`config.mk`:
```
export PLATFORM = sky130hd
export DESIGN_NAME = inst_buffer
export DESIGN_NICKNAME = d
export VERILOG_FILES = /design/src/rtl/inst_buffer.sv
export SDC_FILE = /design/constraint.sdc
export NUM_CORES = 2
export LEC_CHECK = 0
export BUFFER_PORTS_ARGS = -buffer_cell sky130_fd_sc_hd__buf_2
export CAP_MARGIN = 30
export CELL_PAD_IN_SITES_DETAIL_PLACEMENT = 0
export CELL_PAD_IN_SITES_GLOBAL_PLACEMENT = 2
export CORE_AREA = 2 2 450 452
export DETAILED_ROUTE_END_ITERATION = 12
export DIE_AREA = 0 0 452 454
export PLACE_DENSITY = 0.61
export SLEW_MARGIN = 25
export SYNTH_ARGS = -nofsm -noshare
export SYNTH_HDL_FRONTEND = slang
export SYNTH_SLANG_ARGS = --single-unit
```
`constraint.sdc`:
```
create_clock -name clk -period 6.84 [get_ports clk]
set_clock_uncertainty 0.15 [all_clocks]
set_input_delay 1.026 -clock clk [delete_from_list [all_inputs] [get_ports clk]]
set_output_delay 1.026 -clock clk [all_outputs]
set_load 0.02 [all_outputs]
```
`src/rtl/inst_buffer.sv`:
```
// ----------------------------------------------------------------------------
// inst_buffer
//   Dual-issue instruction buffer between fetch and decode. It is a circular
//   FIFO of DEPTH entries. It accepts up to two instructions per cycle from
//   fetch and presents up to two per cycle to decode.
//
// Parameters
//   DEPTH  number of entries (power of two, >= 4)
//   PTR_W  log2(DEPTH)
//
// Ports
//   clk, rst          clock, synchronous active-high reset
//   flush_i           clear the buffer; same-cycle pushes are discarded
//   stall_i           decode stall; nothing is issued while high
//   single_issue_i    decode accepts at most one instruction this cycle
//   fetch_valid_i     fetch slot valids (2'b00 / 2'b01 / 2'b11)
//   fetch_inst*/pc*   fetched instructions and their PCs
//   id_inst*/pc*      instructions at head and head+1 (zero when not valid)
//   id_valid0/1_o     slot issued this cycle
//   ibuf_full_o       backpressure: fewer than two free entries
//   ibuf_empty_o      buffer holds no entries
//
// Optional feature (macro IBUF_PERF_CNT_EN)
//   perf_full_cycles_o   cycles with full and fetch offering instructions
//   perf_empty_cycles_o  cycles with empty and decode not stalled
//   Both counters saturate and are cleared only by rst.
// ----------------------------------------------------------------------------
module inst_buffer #(
  parameter int DEPTH = 16,
  parameter int PTR_W = 4
) (
  input  logic              clk,
  input  logic              rst,
  input  logic              flush_i,
  input  logic              stall_i,
  input  logic              single_issue_i,
  input  logic [1:0]        fetch_valid_i,
  input  logic [31:0]       fetch_inst0_i,
  input  logic [31:0]       fetch_pc0_i,
  input  logic [31:0]       fetch_inst1_i,
  input  logic [31:0]       fetch_pc1_i,
  output logic [31:0]       id_inst0_o,
  output logic [31:0]       id_pc0_o,
  output logic              id_valid0_o,
  output logic [31:0]       id_inst1_o,
  output logic [31:0]       id_pc1_o,
  output logic              id_valid1_o,
  output logic              ibuf_full_o,
  output logic              ibuf_empty_o
`ifdef IBUF_PERF_CNT_EN
  ,
  output logic [31:0]       perf_full_cycles_o,
  output logic [31:0]       perf_empty_cycles_o
`endif
);

  localparam logic [PTR_W:0]   FULL_LIMIT = (PTR_W+1)'(DEPTH - 2);
  localparam logic [PTR_W:0]   DEPTH_CNT  = (PTR_W+1)'(DEPTH);
  localparam logic [PTR_W-1:0] PTR_ONE    = PTR_W'(1);

  logic [31:0]      inst_q [DEPTH];
  logic [31:0]      pc_q   [DEPTH];
  logic [PTR_W-1:0] head;
  logic [PTR_W-1:0] tail;
  logic [PTR_W:0]   count;

  logic [PTR_W-1:0] head_p1;
  logic [PTR_W-1:0] tail_p1;
  logic [1:0]       fetch_ok;
  logic [1:0]       push_num;
  logic [1:0]       issue_avail;
  logic [1:0]       pop_num;

  assign head_p1 = head + PTR_ONE;
  assign tail_p1 = tail + PTR_ONE;

  assign ibuf_full_o  = (count > FULL_LIMIT);
  assign ibuf_empty_o = (count == '0);

  // The illegal pattern 2'b10 is squashed to "no instructions".
  assign fetch_ok = (fetch_valid_i == 2'b10) ? 2'b00 : fetch_valid_i;
  // The full check uses the current count, so a same-cycle pop does not
  // open room for a push.
  assign push_num = ibuf_full_o ? 2'd0
                                : ({1'b0, fetch_ok[0]} + {1'b0, fetch_ok[1]});

  always_comb begin
    issue_avail = 2'd2;
    if (count == '0)
      issue_avail = 2'd0;
    else if (single_issue_i || count == (PTR_W+1)'(1))
      issue_avail = 2'd1;
  end

  assign pop_num     = (stall_i || flush_i) ? 2'd0 : issue_avail;
  assign id_valid0_o = (pop_num != 2'd0);
  assign id_valid1_o = (pop_num == 2'd2);

  assign id_inst0_o = id_valid0_o ? inst_q[head]    : '0;
  assign id_pc0_o   = id_valid0_o ? pc_q[head]      : '0;
  assign id_inst1_o = id_valid1_o ? inst_q[head_p1] : '0;
  assign id_pc1_o   = id_valid1_o ? pc_q[head_p1]   : '0;

  always_ff @(posedge clk) begin
    if (rst) begin
      head  <= '0;
      tail  <= '0;
      count <= '0;
    end else if (flush_i) begin
      head  <= '0;
      tail  <= '0;
      count <= '0;
    end else begin
      // NOTE: non-blocking assignments, so every right-hand side sees the
      // pre-edge state and the order of these lines does not matter.
      head  <= head + {{(PTR_W-2){1'b0}}, pop_num};
      tail  <= tail + {{(PTR_W-2){1'b0}}, push_num};
      count <= count + {{(PTR_W-1){1'b0}}, push_num}
                     - {{(PTR_W-1){1'b0}}, pop_num};
    end
  end

  // NOTE: the entry arrays carry no reset; count gates every read, so stale
  // contents are never observable and the arrays can map onto plain RAM.
  always_ff @(posedge clk) begin
    if (!rst && !flush_i) begin
      if (push_num != 2'd0) begin
        inst_q[tail] <= fetch_inst0_i;
        pc_q[tail]   <= fetch_pc0_i;
      end
      if (push_num == 2'd2) begin
        inst_q[tail_p1] <= fetch_inst1_i;
        pc_q[tail_p1]   <= fetch_pc1_i;
      end
    end
  end

`ifdef IBUF_PERF_CNT_EN
  always_ff @(posedge clk) begin
    if (rst) begin
      perf_full_cycles_o  <= '0;
      perf_empty_cycles_o <= '0;
    end else begin
      if (ibuf_full_o && fetch_valid_i != 2'b00 && perf_full_cycles_o != '1)
        perf_full_cycles_o <= perf_full_cycles_o + 32'd1;
      if (ibuf_empty_o && !stall_i && perf_empty_cycles_o != '1)
        perf_empty_cycles_o <= perf_empty_cycles_o + 32'd1;
    end
  end
`else
  // Performance counters are not built in this configuration.
`endif

`ifndef SYNTHESIS
  a_legal_fetch_valid: assert property (
    @(posedge clk) disable iff (rst) fetch_valid_i != 2'b10);
  a_count_max: assert property (
    @(posedge clk) disable iff (rst) count <= DEPTH_CNT);
  a_count_no_underflow: assert property (
    @(posedge clk) disable iff (rst) count >= {{(PTR_W-1){1'b0}}, pop_num});
`endif

endmodule

```
Word level (Yosys, flattened, before mapping)
Memory sizes are Yosys's and may differ from the RTL's. A register that Yosys moved wholly into a read port is not among the register bits.
Cells that the tools add are included.
{ "word_totals": {"ff_bits": 13, "ramBits": 1024, "in_bits": 135, "word_cells": 43, "memories": 2} }
{ "mem_list": {"columns": ["memory", "words", "word_bits", "rd", "rd_ports_with_merged_regs", "write_ports", "line_no", "rtl"], "rows": [
  ["inst_q", 16, 32, 2, 1, 2, "61", "logic [31:0] inst_q [DEPTH];"],
  ["pc_q", 16, 32, 2, 1, 2, "62", "logic [31:0] pc_q [DEPTH];"]
]} }
{ "op_classes": {"n_addsub": 7, "magnitude_cmp": 1, "n_eq_ne": 4, "n_mux": 17, "n_reduce_logical": 9} }
{ "ops": {"columns": ["operator", "n"], "rows": [
  ["two-way mux 32 bit", 4],
  ["two-way mux 2 bit", 5],
  ["adder 4 x 1 -> 4 bit, second input constant", 2],
  ["adder 4 x 2 -> 4 bit", 2],
  ["two-way mux 4 bit", 2],
  ["equality test 2 bit, second input constant", 3],
  ["two-way mux 1 bit", 6],
  ["adder 5 x 2 -> 5 bit", 1],
  ["equality test 5 x 1 -> 1 bit, second input constant", 1],
  ["greater-than comparator 5 x 4 -> 1 bit, second input constant", 1],
  ["zero test 5 bit", 1],
  ["subtractor 5 x 2 -> 5 bit", 1],
  ["nonzero test 2 bit", 2],
  ["adder 1 x 1 -> 2 bit", 1],
  ["zero test 1 bit", 2],
  ["logical OR 1 bit", 2],
  ["OR reduction 2 bit", 1],
  ["logical AND 1 bit", 1]
]} }

Logic depth before layout (Yosys ltp)
{ "depth": {"ltp_word": 8, "depth_mapped": 15} }

Least setup slack after synthesis
OpenSTA, ideal clock, no wires.
{ "synth_timing": {"kind": "input-to-reg", "from": "in flush_i", "to": "mem inst_q[2][0] (enable)", "setup_ps": 508, "arrival_time_ps": 5120, "path_slack_ps": 1062, "path_stages": 4, "n_path_buf": 1, "path_cell_list": "or2_2 -> or4_4 -> buf_6 -> o22ai_1"} }
{ "synth_lines": {"columns": ["item", "line_no", "rtl"], "rows": [
  ["start: declaration", "34", "input logic flush_i,"],
  ["end: declaration", "61", null]
]} }

Worst setup path in the final report
{ "layout_timing": {"from": "reg head[2]", "to": "out id_inst1_o[18]"} }
{ "layout_via": {"elab_chain_len": 3} }
{ "layout_lines": {"columns": ["item", "line_no", "rtl"], "rows": [
  ["start: declaration", "63", "logic [PTR_W-1:0] head;"],
  ["start signal: assignment", "116", "head <= head + {{(PTR_W-2){1'b0}}, pop_num};"],
  ["adder 4 x 1 -> 4 bit", "74", "assign head_p1 = head + PTR_ONE;"],
  ["memory (16 x 32 bit)", null, null],
  ["two-way mux 32 bit", "101", "assign id_inst1_o = id_valid1_o ? inst_q[head_p1] : '0;"],
  ["end: declaration", "45", "output logic [31:0] id_inst1_o,"]
]} }
No other way between the ends.

==> metrics.md <==
| Metric | Value |
|---|---|
| Fin Setup TNS | `0 ns` |
| Cts bufs inserted | `119` |
| Worst path bufs/invs | `2` |
| Yosys Warn Count | `0` |
| R2R setup slack | `2.83 ns` |
| Setup CP Type | `reg -> out` |
| Setup WS pre-CTS | `1.917 ns` |
| Crit start category | `flip-flop` |
| Starting Density | `29.81%` |
| Slowest CP cell | `dfxtp_4` |
| Root buf cell | `clkbuf_16` |
| Worst R2R Path Depth | `9` |
| Die Footprint | `0.2052 sq mm` |
| CP top delay family | `compound AO/OA/AOI/OAI gates` |
| Core Area | `0.2009 sq mm` |
| CP Depth | `7` |
| Worst hold path depth | `2` |
| Seq cells post-synth | `1037` |
| Final worst setup slack | `1.271 ns` |
| CP required | `5.66 ns` |
| Die Ht | `454 um` |
| Filler cell count in the final layout | `19090` |
| Final worst path period need | `5.569 ns` |
| Total track usage | `21.05%` |
| Final Cell Area | `0.06821 sq mm` |
| CP Capture Type | `output pin` |
| CTS Sinks | `1037` |
| # rows | `165` |
| Clock Power Share | `40.7%` |
| FF-to-FF Start | `count[2]` |
| Logic pwr share | `12.1%` |
| Tightest Pin Transition | `1.052 ns` |
| Worst setup path start | `head[2]` |
| Pwr dens | `220.2 mW/mm^2` |
| Leak Pwr | `0.02046 uW` |
| CP Max Fanout | `42` |
| Final RePlAce weighted congestion | `0.7379` |
| Post-Route Utilization | `33.96%` |
| Post-route antenna net violation count | `0` |
| Synthesized area | `0.05988 sq mm` |
| Share of flip-flops with an asynchronous set or reset | `0%` |
| Int Pwr | `11270 uW` |
| TritonCTS clock tree | `built` |
| Critical-path cell list | `and2_1, a21oi_1, o22ai_4, buf_4, a22oi_1, a21oi_1, buf_2` |
| Post-CTS Resized | `0` |
| GRT Residual Overflow | `0` |
| Sw Share | `25.00%` |
| Crit-path max cell delay | `0.98 ns` |
| Hold WC Path Type | `reg -> reg` |
| Final setup viols | `0` |
| Slew Viols, Final | `0` |
| Peak Freq | `179.6 MHz` |
| TritonRoute pass-1 iters | `5` |
| Routed wire length | `218100 um` |
| Post-synth EDFFs | `1024` |
| Drt drc | `0` |
| Register area share after synthesis | `51.79%` |
| Outcome | `completed` |
| Top cell by count, worst path | `a21oi_1` |
| Dpl hpwl | `121100 um` |
| Worst-Skew Late Latency | `0.75 ns` |
| Total number of vias | `35770` |
| # H-tree levels | `3` |
| Avg WL per Cell | `34.55 um` |
| VDD IR max | `188.8 uV` |
| Dpl cell area | `0.06453 sq mm` |
| WHS | `0.4846 ns` |
| Vias per inst | `5.666` |
| Switching power | `3754 uW` |
| Final Hold Fails | `0` |
| Storage cell area | `0.03102 sq mm` |
| HP Start | `tail[3]` |
| Tcrit/Tclk final | `81.41%` |
| Synth cell types | `45` |
| Clk slew on worst S/H paths | `0.07 ns` |
| Final #Nets | `3687` |
| Hold-fix buffers, CTS | `0` |
| Slew HR | `29.87%` |
| MaxCap Viol Count | `0` |
| Share of cells above drive strength 1 | `57.97%` |
| Area Overhead vs Synth | `13.91%` |
| Global-route wire length before repair | `305200 um` |
| Critical Path AT | `4.39 ns` |
| I/O Pins | `267` |
| Syn Area/Cell | `17.42 sq um` |
| Antenna violations before repair | `56` |
| Number of post-CTS setup repair buffers | `0` |
| Top FF cell, synth | `edfxtp_1` |
| Vias in the first global route | `37050` |
| Syn Inst Count | `3438` |
| Multi-input gate area | `0.02746 sq mm` |
| Die Span X | `452 um` |
| Largest net degree at the start of global routing | `133` |
| Syn_nets | `3588` |
| Initial DRC count | `3231` |
| Clock buffer depth | `3` |
| Sequential share of power | `47.2%` |
| Number of port buffers | `266` |
| Unrepaired setup endpoints after global routing | `false` |
-- area by class of cell --
| cell class | instances | area share, % |
|---|---|---|
| flip-flops and latches | 1037 | 45.48 |
| repair buffers | 380 | 3.973 |
| clock buffers | 159 | 4.617 |
| diodes | 12 | 0.04402 |
| clock inverters | 53 | 0.6108 |
| multi-input cells | 1979 | 40.25 |
| well taps | 2672 | 4.901 |
| inverters | 20 | 0.1211 |
-- synth_stat cells, types with 13 or more instances --
library cell / number / area [sq um]
a21oi_1: 70 / 350.3
a22oi_1: 128 / 960.9
buf_1: 16 / 60.06
buf_2: 112 / 560.5
clkbuf_1: 261 / 979.7
dfxtp_1: 13 / 260.3
edfxtp_1: 1024 / 30750
inv_1: 18 / 67.56
mux2_1: 69 / 777.0
mux2_2: 955 / 10750
mux4_2: 576 / 12970
nor2_1: 26 / 97.59
nor2b_1: 67 / 419.2
o22ai_1: 20 / 125.1
-- power by group through the flow --
stage | clock network, uW | logic [uW] | registers, uW
final | 6120 | 1820 | 7090
after global routing | 6480 | 1950 | 7090
after CTS | 6260 | 1840 | 7090
after detailed placement | 0 | 1830 | 7220
after global placement | 0 | 1820 | 7220
after floorplan | 0 | 1220 | 7210
-- path summary, 6_finish.rpt --
kind / endpoint
setup reg to reg: inst_q[3][26]
hold / removal: tail[3]
hold reg to reg: tail[3]
setup / recovery: id_inst1_o[18]
-- worst min-delay path: stages (launching register included) --
cell	delay [ns]
dfxtp_1	0.38
xnor2_1	0.18
nor2_1	0.04
-- stage by stage --
| stage | power (uW) | std cells |
|---|---|---|
| after detailed placement | 9050 | 6084 |
| after CTS | 15190 | 6296 |
| after floorplan | 8423 | 3438 |
| after global routing | 15520 | 6310 |
| final | 15020 | 6312 |
| after global placement | 9038 | 6077 |
-- logic make-up after synthesis --
family                     count (synthesis)  synth area share [%]
xor gates and xnor gates                   7                0.1024
adders and majority gates                 15                0.3636
buffers and inverters                    422                 3.005
DFF                                     1037                 51.79
and+or+nand+nor                          132                 1.327
AOI/OAI and AO/OA                        225                 2.493
muxes                                   1600                 40.92
-- layer usage --
| layer | GRT usage (%) | part of all wire, % | vias up |
|---|---|---|---|
| li1 | - | - | 14590 |
| met1 | 27.15 | 41 | 19700 |
| met2 | 36.30 | 51 | 1151 |
| met3 | 2.981 | 4.9 | 311 |
| met4 | 6.893 | 2.9 | 24 |
| met5 | 0 | 0.066 | - |
-- cell usage in the layout (no fill, tap or decap), types with 5 or more instances in the layout --
cell	instances
clkbuf_1	39
mux4_2	576
o22ai_4	20
buf_12	30
dfxtp_1	10
inv_1	18
nand3_1	5
a21oi_1	70
mux2_1	69
nor2_1	14
ha_1	10
nor2_4	15
diode_2	12
mux2_2	955
clkinv_1	30
buf_16	7
buf_2	266
clkinv_2	11
buf_4	75
a22oi_1	128
nand2_1	7
bufinv_16	6
nor2b_1	67
edfxtp_1	1024
clkbuf_16	120
-- registers in the layout, summed over array words and instances (netlist names) --
signal	cells
head	4
tail	4
count	5
inst_q	512
pc_q	512
(Power assumes the default switching activity.)
